[config.mk]
export PLATFORM = sky130hd
export DESIGN_NAME = ram_requester
export DESIGN_NICKNAME = d
export VERILOG_FILES = /design/src/rtl/cpu_types_pkg.sv /design/src/rtl/ram_requester.sv
export SDC_FILE = /design/constraint.sdc
export NUM_CORES = 1
export LEC_CHECK = 0
export CORE_MARGIN = 5
export CORE_UTILIZATION = 63
export CTS_CLUSTER_SIZE = 24
export DETAILED_ROUTE_END_ITERATION = 10
export DONT_BUFFER_PORTS = 1
export PLACE_DENSITY_LB_ADDON = 0.2
export SETUP_SLACK_MARGIN = 0.02
export SYNTH_ARGS = -nofsm -noshare
export SYNTH_HDL_FRONTEND = slang
export SYNTH_SLANG_ARGS = --single-unit
[constraint.sdc]
create_clock -name CLK -period 2.3 [get_ports CLK]
set_input_delay 0.23 -clock CLK [delete_from_list [all_inputs] [get_ports CLK]]
set_output_delay 0.23 -clock CLK [all_outputs]
set_load 0.1 [all_outputs]
[src/rtl/cpu_types_pkg.sv]
`default_nettype none
// ============================================================================
//  Module      : cpu_types_pkg
//  Description : Shared CPU/RAM interface types. word_t is the 32-bit data
//                word; ramstate_t is the status the RAM reports back to its
//                bus master each cycle.
//  Revision    : 1.0 - initial release
// ============================================================================
package cpu_types_pkg;

    typedef logic [31:0] word_t;

    typedef enum logic [1:0] {
        FREE   = 2'd0,
        BUSY   = 2'd1,
        ACCESS = 2'd2,
        ERROR  = 2'd3
    } ramstate_t;

endpackage
`default_nettype wire

[src/rtl/ram_requester.sv]
`default_nettype none
// ============================================================================
//  Module      : ram_requester
//  Description : Bus-master end of the RAM interface. Arbitrates round-robin
//                between the instruction port and the data port, holds a
//                registered request on the RAM side until ACCESS, ERROR or a
//                timeout, then gives the winner a one-cycle completion.
//  Ports       : CLK, nRST            clock, synchronous active-low reset
//                iREN/iaddr           instruction read request
//                iwait/iload          instruction pending flag / read data
//                dREN/dWEN/daddr/dstore  data request
//                dwait/dload          data pending flag / read data
//                err                  pulse with a failed completion
//                ramREN/ramWEN/ramaddr/ramstore  registered RAM request
//                ramload/ramstate     RAM read data / status
//  Revision    : 1.0 - initial release
// ============================================================================
module ram_requester
    import cpu_types_pkg::*;
#(
    parameter int    TIMEOUT = 16,
    parameter word_t BAD     = 32'hBAD1BAD1
) (
    input  logic      CLK,
    input  logic      nRST,
    input  logic      iREN,
    input  word_t     iaddr,
    output logic      iwait,
    output word_t     iload,
    input  logic      dREN,
    input  logic      dWEN,
    input  word_t     daddr,
    input  word_t     dstore,
    output logic      dwait,
    output word_t     dload,
    output logic      err,
    output logic      ramREN,
    output logic      ramWEN,
    output word_t     ramaddr,
    output word_t     ramstore,
    input  word_t     ramload,
    input  ramstate_t ramstate
);

    typedef enum logic [1:0] {
        IDLE = 2'd0,
        REQ  = 2'd1,
        RESP = 2'd2
    } state_t;

    localparam logic       c_GNT_I    = 1'b0;
    localparam logic       c_GNT_D    = 1'b1;
    // Last value cnt reaches before the transaction is forced to complete.
    localparam logic [7:0] c_CNT_LAST = 8'(TIMEOUT - 1);

    state_t     r_state;
    state_t     w_next_state;
    logic       r_gnt;
    logic       r_last;
    logic [7:0] r_cnt;

    logic w_ireq;
    logic w_dreq;
    logic w_any_req;
    logic w_grant_d;
    logic w_illegal;
    logic w_done_ok;
    logic w_done_bad;

    assign w_ireq    = iREN;
    assign w_dreq    = dREN | dWEN;
    assign w_any_req = w_ireq | w_dreq;
    // D wins when alone, or on a tie when I was served last.
    assign w_grant_d = w_dreq & (~w_ireq | (r_last == c_GNT_I));
    assign w_illegal = dREN & dWEN;
    // ACCESS takes priority over ERROR/timeout arriving in the same cycle.
    assign w_done_ok  = (ramstate == ACCESS);
    assign w_done_bad = (ramstate == ERROR) | (r_cnt == c_CNT_LAST);

    // Wait depends only on the request inputs and the registered state.
    assign iwait = iREN   & ~((r_state == RESP) & (r_gnt == c_GNT_I));
    assign dwait = w_dreq & ~((r_state == RESP) & (r_gnt == c_GNT_D));

    always_ff @(posedge CLK) begin
        if (!nRST) begin
            r_state <= IDLE;
        end else begin
            r_state <= w_next_state;
        end
    end

    always_comb begin
        w_next_state = r_state;
        case (r_state)
            IDLE: begin
                if (w_any_req) begin
                    // An illegal read+write never reaches the RAM.
                    w_next_state = (w_grant_d & w_illegal) ? RESP : REQ;
                end
            end
            REQ: begin
                if (w_done_ok | w_done_bad) begin
                    w_next_state = RESP;
                end
            end
            RESP:    w_next_state = IDLE;
            default: w_next_state = IDLE;
        endcase
    end

    always_ff @(posedge CLK) begin
        if (!nRST) begin
            r_gnt    <= c_GNT_I;
            r_last   <= c_GNT_I;
            r_cnt    <= 8'd0;
            ramREN   <= 1'b0;
            ramWEN   <= 1'b0;
            ramaddr  <= '0;
            ramstore <= '0;
            iload    <= '0;
            dload    <= '0;
            err      <= 1'b0;
        end else begin
            case (r_state)
                IDLE: begin
                    if (w_any_req) begin
                        r_cnt <= 8'd0;
                        if (w_grant_d) begin
                            r_gnt    <= c_GNT_D;
                            ramaddr  <= daddr;
                            ramstore <= dstore;
                            if (w_illegal) begin
                                ramREN <= 1'b0;
                                ramWEN <= 1'b0;
                                dload  <= BAD;
                                err    <= 1'b1;
                            end else begin
                                ramREN <= dREN;
                                ramWEN <= dWEN;
                            end
                        end else begin
                            r_gnt   <= c_GNT_I;
                            ramaddr <= iaddr;
                            ramREN  <= 1'b1;
                            ramWEN  <= 1'b0;
                        end
                    end
                end
                REQ: begin
                    r_cnt <= r_cnt + 8'd1;
                    if (w_done_ok) begin
                        if (r_gnt == c_GNT_I) iload <= ramload;
                        else                  dload <= ramload;
                        ramREN <= 1'b0;
                        ramWEN <= 1'b0;
                        err    <= 1'b0;
                    end else if (w_done_bad) begin
                        if (r_gnt == c_GNT_I) iload <= BAD;
                        else                  dload <= BAD;
                        ramREN <= 1'b0;
                        ramWEN <= 1'b0;
                        err    <= 1'b1;
                    end
                end
                RESP: begin
                    r_last <= r_gnt;
                    err    <= 1'b0;
                end
                default: ;
            endcase
        end
    end

endmodule
`default_nettype wire

==> results of run 1 <==
==> through the flow <==
step	setup WS [ns]	hold WS [ns]	utilization, %
2_1_floorplan	0.557	0.356	-
3_3_place_gp	0.603	0.357	76.6
3_5_place_dp	0.520	0.365	76.6
4_1_cts	0.140	0.00117	95.4
==> logic make-up after synthesis <==
logic type	after synthesis	share of synthesized area, %
AO/OA/AOI/OAI	189	20.4
adder cells (fa/ha/maj)	1	0.210
buffers and inverters	84	5.86
flip-flops	143	48.0
multiplexers	34	5.73
AND/OR/NAND/NOR	254	19.7
==> repair_timing <==
item / 4_1_cts
hold buffers: 121
hold endpoints to repair: 111
endpoints found under the setup margin: 0
==> cells in the mapped netlist, types with 14 or more instances <==
library cell / count
sky130_fd_sc_hd__nand4_1: 16
sky130_fd_sc_hd__or3_1: 15
sky130_fd_sc_hd__nor2_1: 46
sky130_fd_sc_hd__o21ai_0: 20
sky130_fd_sc_hd__clkbuf_1: 40
sky130_fd_sc_hd__a211oi_1: 32
sky130_fd_sc_hd__a311o_1: 18
sky130_fd_sc_hd__mux2i_1: 33
sky130_fd_sc_hd__buf_2: 18
sky130_fd_sc_hd__nor3_1: 40
sky130_fd_sc_hd__nor4_1: 18
sky130_fd_sc_hd__dfxtp_1: 143
sky130_fd_sc_hd__inv_1: 19
sky130_fd_sc_hd__a21oi_1: 90
sky130_fd_sc_hd__o211ai_1: 14
sky130_fd_sc_hd__nand2_1: 102
==> summary.txt, run 1 <==
Status
  • Result of the run: did not finish
  • Last stage the flow got to: global routing (5_1_grt)
  • Error message: [ERROR DPL-0033] detailed placement checks failed during check placement.

Clock tree
  • Clock tree buffer depth: 2
  • Clock Sinks: 143
  • Cell at the root of the clock tree: sky130_fd_sc_hd__clkbuf_8
  • H-tree depth reported by CTS: 4
  • Total CTS buffers: 17
  • Resized cells post-CTS: 0
  • Setup repair bufs after CTS: 0

Synth
  • Cell area after synthesis: 0.00596 mm^2
  • Async set-or-reset flop fraction in the synthesized netlist: 0%
  • Number of unique standard cell types used by synthesis: 45
  • Average footprint of a synthesized cell: 8.45 um^2
  • Warning count from the yosys run: 0
  • Part of the Yosys area used for sequential elements: 48.0%
  • Dominant register cell in the synthesized netlist: sky130_fd_sc_hd__dfxtp_1
  • Synth Register Bits: 143
  • Mapped Cells: 705
  • Number of flops mapped to enable cells by yosys: 0
  • Biggest area consumer among synthesized cells: sky130_fd_sc_hd__dfxtp_1
  • Area share of the largest cell type after synthesis: 48.0%
  • Total nets after synthesis: 841
  • Leading cell types by total area after synthesis: sky130_fd_sc_hd__dfxtp_1 (48%), sky130_fd_sc_hd__a21oi_1 (7.6%), sky130_fd_sc_hd__nand2_1 (6.4%)

Placed design
  • Number of instances in the placed design: 919
  • Routability-driven placement congestion ratio: 0.874
  • Count of port buffers added during placement: 0
  • Cell area after placement: 0.00707 mm^2
  • Detailed-placement wirelength estimate: 12.5 mm

Timing
  • Worst endpoint after global-route timing repair: ramWEN$_SDFFE_PN0P_/D
  • Type of pin the worst path ends at: register data pin

Die
  • Effective utilization at floorplan: 64.5%
  • Count of boundary I/O pins: 268
  • Floorplan row count: 35
  • Width of the chip: 107 um
  • Die Height: 107 um

Global routing
  • Initial antenna violation count: 1
  • Largest net degree at the start of global routing: 66
==> run 2: changes to the inputs <==
CORE_UTILIZATION = 40   (was 63)
CTS_CLUSTER_SIZE = unset   (was 24)
PLACE_DENSITY_LB_ADDON = 0.15   (was 0.2)
SETUP_SLACK_MARGIN = unset   (was 0.02)
==> run 2 against run 1 <==
Effect of this change:
- the flow now finishes without violations
- synthesized area stayed put
- synthesized cell count stayed put
==> summary.txt, run 2 <==
Critical path
  • Critical path's slowest cell: sky130_fd_sc_hd__dfxtp_1
  • Required time of the critical path: 2.07 ns
  • Worst flop-to-flop path endpoint: dload[13]
  • Logic depth of the worst setup path including buffers: 3
  • Startpoint Class: flip-flop
  • Crit. End Element: output port
  • Top Family by Delay on Critical Path: flip-flops
  • Startpoint of the most critical setup path: r_state[0]
  • CP bufs+invs: 1
  • Crit Path Category: flip-flop to output port
  • Startpoint of the worst register-to-register path: r_cnt[4]
  • Peak fanout along the critical path: 7
  • Capturing element of the worst setup path: dwait
  • Worst path cell trace: nand2b_1 > o22a_1 > buf_4
  • Setup slack of the most critical reg-to-reg path: 0.48 ns
  • Largest stage delay on the critical path: 0.42 ns
  • Worst-case reg-to-reg path depth: 5
  • Data arrival time of the worst path: 1.59 ns

Clock tree
  • Clock-pin slew on the worst setup and hold paths: 0.06 ns
  • Setup repair bufs after CTS: 0 (unchanged)
  • H-tree depth reported by CTS: 4 (unchanged)
  • Clock tree buffer depth: 2 (unchanged)
  • TritonCTS clock tree: yes
  • Cell at the root of the clock tree: sky130_fd_sc_hd__clkbuf_16
  • Worst skew pair latency: 0.41 ns
  • Clock Sinks: 143 (unchanged)
  • Total CTS buffers: 17 (unchanged)

Synth
  • Top cell types by occurrence after synthesis: sky130_fd_sc_hd__dfxtp_1 (143), sky130_fd_sc_hd__nand2_1 (102), sky130_fd_sc_hd__a21oi_1 (90), sky130_fd_sc_hd__nor2_1 (46)
  • Async set-or-reset flop fraction in the synthesized netlist: 0% (unchanged)
  • Synth Register Bits: 143 (unchanged)
  • Cell area after synthesis: 0.00596 mm^2 (unchanged)
  • Average footprint of a synthesized cell: 8.45 um^2 (unchanged)
  • Total nets after synthesis: 841 (unchanged)
  • Warning count from the yosys run: 0 (unchanged)
  • Area share of the largest cell type after synthesis: 48.0% (unchanged)
  • Top-count cell post-synth: sky130_fd_sc_hd__dfxtp_1
  • Leading cell types by total area after synthesis: sky130_fd_sc_hd__dfxtp_1 (48%), sky130_fd_sc_hd__a21oi_1 (7.6%), sky130_fd_sc_hd__nand2_1 (6.4%)
  • Number of flops mapped to enable cells by yosys: 0 (unchanged)
  • Part of the Yosys area used for sequential elements: 48.0% (unchanged)
  • Mapped Cells: 705 (unchanged)
  • Dominant register cell in the synthesized netlist: sky130_fd_sc_hd__dfxtp_1
  • Biggest area consumer among synthesized cells: sky130_fd_sc_hd__dfxtp_1
  • Number of unique standard cell types used by synthesis: 45 (unchanged)

Placed design
  • Number of instances in the placed design: 974 (+6.0%)
  • Cell area after placement: 0.00714 mm^2 (+0.99%)
  • Routability-driven placement congestion ratio: 0.800 (-8.5%)
  • Count of port buffers added during placement: 0 (unchanged)
  • Detailed-placement wirelength estimate: 12.9 mm (+3.2%)

Cells and area
  • Multi-input logic area: 0.00278 mm^2
  • Fraction of final layout cells sized beyond drive strength 1: 21.3%
  • Area added between synthesis and finish: 40.2%
  • Storage cell area: 0.00286 mm^2
  • Core Util, Final: 57.2%
  • Finished Cell Area: 0.00835 mm^2
  • Number of antenna repair diodes: 0
  • Net count reported at finish: 1004
  • Post-route non-filler standard cell count: 1065
  • Number of inserted filler cells in the final layout: 1274
  • Leading cell types in the layout, fill and taps excluded: sky130_fd_sc_hd__dfxtp_1 (143), sky130_fd_sc_hd__buf_4 (143), sky130_fd_sc_hd__nand2_1 (102)

Power
  • Portion of total power attributed to the clock network: 31.9%
  • Peak VDD IR: 0.503 mV
  • Net Switching: 3710 uW
  • Internal power component: 5280 uW
  • P_leak: 0.00344 uW
  • Switching Share: 41.3%
  • P per Cell Area: 1080 mW/mm^2
  • Part of the total power dissipated in combinational logic: 36.7%
  • Total power: 8990 uW
  • Part of the power in registers: 31.4%

Drt
  • Initial DRC count: 250
  • Vias per inst: 5.48
  • Routed wirelength normalized by instance count: 17.6 um
  • Remaining antenna violation count: 0
  • Routed Wire Length: 18.8 mm
  • First-pass detailed-route iteration total: 5
  • Count of unresolved DRC violations after routing: 0
  • Vias post-DR: 5839

Timing
  • Final Max Slew Viols: 0
  • Max transition margin: 59.7%
  • Fraction of the cycle the final worst path needs: 79.0%
  • Largest clock skew in the final design: 0.00701 ns
  • Max Clock Freq: 0.550 GHz
  • Final hold violation count: 0
  • RSZ-0062 raised after global routing: false
  • Number of setup violations in the final report: 0
  • Worst slew pin tran: 0.605 ns
  • Sum of negative setup slack: 0 ns
  • Min Tclk post-route: 1.82 ns

Die
  • Width of the chip: 132 um (+23%)
  • Effective utilization at floorplan: 40.8% (-24 points)
  • Floorplan row count: 44 (+26%)
  • Die outline area: 0.0174 mm^2
  • Count of boundary I/O pins: 268 (unchanged)
  • Die Height: 132 um (+23%)
  • Placeable Area: 0.0146 mm^2

Global routing
  • First-pass GRT wire length: 29.7 mm
  • Total routing usage reported by global routing: 20.6%
  • Largest net degree at the start of global routing: 63
  • Final global-route overflow total: 0
  • Vias in the first global route: 5761
  • Initial antenna violation count: 0

Status
  • Result of the run: finished clean

Worst hold path
  • Path type of the worst min-delay path: primary input to flip-flop

Flow run
  • Maximum Capacitance Violations: 0
run 2: worst register-to-register path: stages, from the launching register on:
cell	delay, ns
sky130_fd_sc_hd__dfxtp_1	0.36
sky130_fd_sc_hd__nor4_2	0.49
sky130_fd_sc_hd__nand3_1	0.28
sky130_fd_sc_hd__a21bo_1	0.23
sky130_fd_sc_hd__buf_4	0.20
sky130_fd_sc_hd__a21oi_1	0.17
run 2: final cells by class:
type	instances	share of cell area, %
clock inverters	10	1.93
well taps	184	2.76
clock buffers	22	5.44
inverters	20	0.929
multi-input cells	478	33.3
repair buffers	208	21.4
flip-flops and latches	143	34.3
run 2: metal layers:
metal / part of all wire [%] / track usage (%) / routed length [um]
met5: 0 / 0 / 0
met4: 2.6 / 8.51 / 486
met3: 8.4 / 7.94 / 1570
met2: 50 / 35.4 / 9400
met1: 39 / 22.8 / 7320
run 2: cells by family (layout without fill, tap and decap cells):
family                   Yosys count  in the layout  synth area share, %
adder cells (fa/ha/maj)            1              1                0.210
buffers and inverters             84            260                 5.86
AND/OR/NAND/NOR                  254            254                 19.7
AO/OA/AOI/OAI                    189            189                 20.4
multiplexers                      34             34                 5.73
flip-flops                       143            143                 48.0
run 2: worst min path at each step:
stage                     start   endpoint  slack [ns]  cells after the start
finish              ramload[11]  iload[11]        0.01                      2
global route         ramload[4]   iload[4]        0.01                      2
CTS                 ramload[12]  iload[12]       0.002                      2
detailed placement   ramload[5]   dload[5]        0.37                      2
global placement    ramload[17]  dload[17]        0.36                      2
floorplan           ramload[10]  dload[10]        0.36                      2
run 2: stage by stage:
stage	hold WS, ns	setup WS (ns)
2_1_floorplan	0.356	0.557
3_3_place_gp	0.361	0.576
3_5_place_dp	0.366	0.489
4_1_cts	0.00223	0.473
5_1_grt	0.0124	0.290
6_report	0.0145	0.482
run 2: power by group through the flow:
stage / Sequential [uW] / Combinational (uW) / Clock (uW)
floorplan: 4690 / 766 / 0
CTS: 2830 / 3310 / 2930
finish: 2830 / 3300 / 2870
global placement: 2870 / 3180 / 0
global route: 2850 / 3450 / 3020
detailed placement: 2880 / 3220 / 0
run 2: repair_timing:
action                    4_1_cts  5_1_grt
hold buffers                   59        0
hold endpoints to repair       75        0
gates resized for setup         0        0
Note: power is estimated with default switching activity, not from simulation.
==> run 3: changes to the inputs <==
clock period = 1.58 ns   (was 2.3 ns; I/O delays follow)
==> run 3 against run 2 <==
Effect of this change:
- the flow now finishes with violations (negative setup slack)
- die area unchanged
- clock-buffer cell count is the same
- non-clock buffer count increased by 79
- critical path depth increased by 4
- combinational power increased by 56%
- register-to-register slack got worse by 0.54 ns
- setup slack got worse by 0.54 ns
- critical path type is now flip-flop to flip-flop
- largest cell class is now multi-input combinational cells
==> summary.txt, run 3 (synthesis results as in run 2) <==
Status
  • Result of the run: complete, but fails checks
  • Violations in the final reports: negative setup slack

Critical path
  • Data arrival time of the worst path: 1.98 ns (+0.39 ns)
  • Required time of the critical path: 1.92 ns (-0.15 ns)
  • Startpoint Class: flip-flop
  • Crit. End Element: flip-flop
  • Crit Path Category: flip-flop to flip-flop
  • Worst-case reg-to-reg path depth: 7 (+2)
  • Peak fanout along the critical path: 5 (-2)
  • Startpoint of the most critical setup path: r_cnt[0]
  • Startpoint of the worst register-to-register path: r_cnt[0]

Clock tree
  • Total CTS buffers: 17 (unchanged)
  • Worst skew pair latency: 0.42 ns (about the same)
  • Clock Sinks: 143 (unchanged)
  • Clock tree buffer depth: 2 (unchanged)
  • Cell at the root of the clock tree: sky130_fd_sc_hd__clkbuf_16
  • Clock-pin slew on the worst setup and hold paths: 0.06 ns (about the same)
  • TritonCTS clock tree: yes
  • H-tree depth reported by CTS: 4 (unchanged)

Drt
  • Routed Wire Length: 21.6 mm (+15%)
  • Initial DRC count: 454 (+82%)
  • Vias per inst: 5.60 (+2.2%)
  • Remaining antenna violation count: 0 (unchanged)
  • First-pass detailed-route iteration total: 5 (unchanged)
  • Routed wirelength normalized by instance count: 18.8 um (+6.6%)
  • Count of unresolved DRC violations after routing: 0 (unchanged)
  • Vias post-DR: 6442 (+10%)

Die
  • Count of boundary I/O pins: 268 (unchanged)
  • Effective utilization at floorplan: 40.8% (unchanged)
  • Die outline area: 0.0174 mm^2 (unchanged)
  • Floorplan row count: 44 (unchanged)
  • Die Height: 132 um (unchanged)
  • Width of the chip: 132 um (unchanged)
  • Placeable Area: 0.0146 mm^2 (unchanged)

Timing
  • Max transition margin: 55.6% (-4.1 points)
  • Worst slew pin tran: 0.664 ns (+0.0591 ns)
  • Post-route setup slack: -0.0562 ns (-0.538 ns)
  • RSZ-0062 raised after global routing: true
  • Min Tclk post-route: 1.64 ns
  • Final Max Slew Viols: 0 (unchanged)
  • Max Clock Freq: 0.611 GHz
  • Worst slack on hold paths: 0.00564 ns (-0.00887 ns)
  • Fraction of the cycle the final worst path needs: 104%
  • Final hold violation count: 0 (unchanged)
  • Largest clock skew in the final design: 0.00736 ns (+0.000348 ns)
  • Number of setup violations in the final report: 31 (+31)

Global routing
  • Initial antenna violation count: 0 (unchanged)
  • Vias in the first global route: 6324 (+9.8%)
  • Total routing usage reported by global routing: 23.0% (+2.4 points)
  • Largest net degree at the start of global routing: 66 (+4.8%)
  • First-pass GRT wire length: 33.1 mm (+12%)
  • Final global-route overflow total: 0 (unchanged)
  • GR Layer Usage met1: 27.2% (+4.4 points)
  • Most used routing layer: met2
  • GRT met2 Usage: 38.4% (+2.9 points)
  • Met3 Track Usage GR: 7.21% (-0.73 points)

Flow run
  • Maximum Capacitance Violations: 0 (unchanged)

Placed design
  • Detailed-placement wirelength estimate: 13.0 mm (+0.33%)
  • Cell area after placement: 0.00741 mm^2 (+3.7%)
  • Count of port buffers added during placement: 0 (unchanged)
  • Routability-driven placement congestion ratio: 0.811 (+1.4%)

Cells and area
  • Number of antenna repair diodes: 0 (unchanged)
  • Storage cell area: 0.00287 mm^2 (+0.26%)
  • Finished Cell Area: 0.00946 mm^2 (+13%)
  • Number of inserted filler cells in the final layout: 1130 (-11%)
  • Fraction of final layout cells sized beyond drive strength 1: 26.8% (+5.5 points)
  • Core Util, Final: 64.9% (+7.6 points)
  • Net count reported at finish: 1089 (+8.5%)
  • Leading cell types in the layout, fill and taps excluded: sky130_fd_sc_hd__buf_4 (160), sky130_fd_sc_hd__dfxtp_1 (137), sky130_fd_sc_hd__dlygate4sd3_1 (105)
  • Multi-input logic area: 0.00298 mm^2 (+7.2%)
  • Most common library cell in the layout ignoring fill and taps: sky130_fd_sc_hd__buf_4
  • Area added between synthesis and finish: 58.8%

Worst hold path
  • Worst hold start: iaddr[0]
  • Path type of the worst min-delay path: primary input to flip-flop
  • Hold Path Stages: 2 (unchanged)

Power
  • P per Cell Area: 1440 mW/mm^2 (+34%)
  • Peak VDD IR: 0.921 mV (+83%)
  • P_leak: 0.00391 uW (+14%)
## run 3: cell types whose count changed in the layout (fill, tap and decap cells not counted), moves of 3 or more
cell | previous run | this run
sky130_fd_sc_hd__dlygate4sd3_1 | 59 | 105
sky130_fd_sc_hd__a21oi_2 | 0 | 20
sky130_fd_sc_hd__a21oi_1 | 90 | 72
sky130_fd_sc_hd__buf_4 | 143 | 160
sky130_fd_sc_hd__dfxtp_1 | 143 | 137
sky130_fd_sc_hd__buf_12 | 6 | 15
sky130_fd_sc_hd__dfxtp_2 | 0 | 6
sky130_fd_sc_hd__a21oi_4 | 1 | 5
sky130_fd_sc_hd__buf_6 | 0 | 3
## run 3: worst max-delay path: stages (launching register included)
cell and delay [ns]:
sky130_fd_sc_hd__dfxtp_2 0.34, sky130_fd_sc_hd__ha_4 0.15, sky130_fd_sc_hd__and3_4 0.15, sky130_fd_sc_hd__buf_6 0.12, sky130_fd_sc_hd__a21o_4 0.25, sky130_fd_sc_hd__buf_16 0.15
sky130_fd_sc_hd__a311o_1 0.27, sky130_fd_sc_hd__a21oi_1 0.14
## run 3: stage by stage
stage	setup slack, ns	total power [uW]	cells	setup TNS (ns)
final	-0.0562	13600	1150	-0.802
after global routing	-0.113	14100	1150	-3.59
after CTS	-0.0694	13500	1143	-1.68
after detailed placement	-0.414	9030	997	-17.29
after global placement	-0.340	8970	997	-14.58
after floorplan	0.000620	7950	705	0
## run 3: what timing repair did
item	CTS	global route
gates resized for setup	28	18
setup buffers	6	1
hold endpoints to repair	101	1
gates cloned	5	4
pin swaps	7	17
hold buffers	103	2
endpoints found under the setup margin	68	86
## run 3: cell type report
class,count,share of cell area (%)
inverter,20,0.820
clock inverter,10,1.71
clock buffer,22,4.80
multi-input combinational,484,31.5
timing repair buffer,287,28.4
sequential,143,30.3
tap,184,2.43
## run 3: power by group
part,internal (uW),switching (uW)
logic,1300,3850
registers,3990,242
clock network,2680,1560
total,7970,5660
## run 3: layer usage
metal	vias to the layer above	share of wire [%]	wire, um
met1	3048	40	8710
met3	53	7.9	1700
li1	3034	-	-
met5	-	0	0
met4	0	2.5	543
met2	307	49	10700
## run 3: worst paths after layout
| path | to | slack [ns] |
|---|---|---|
| worst max-delay path | dload[6] | -0.06 |
| worst min-delay path | ramaddr[0] | 0.006 |
| worst max register to register | dload[6] | -0.06 |
| worst min register to register | ramstore[11] | 0.46 |
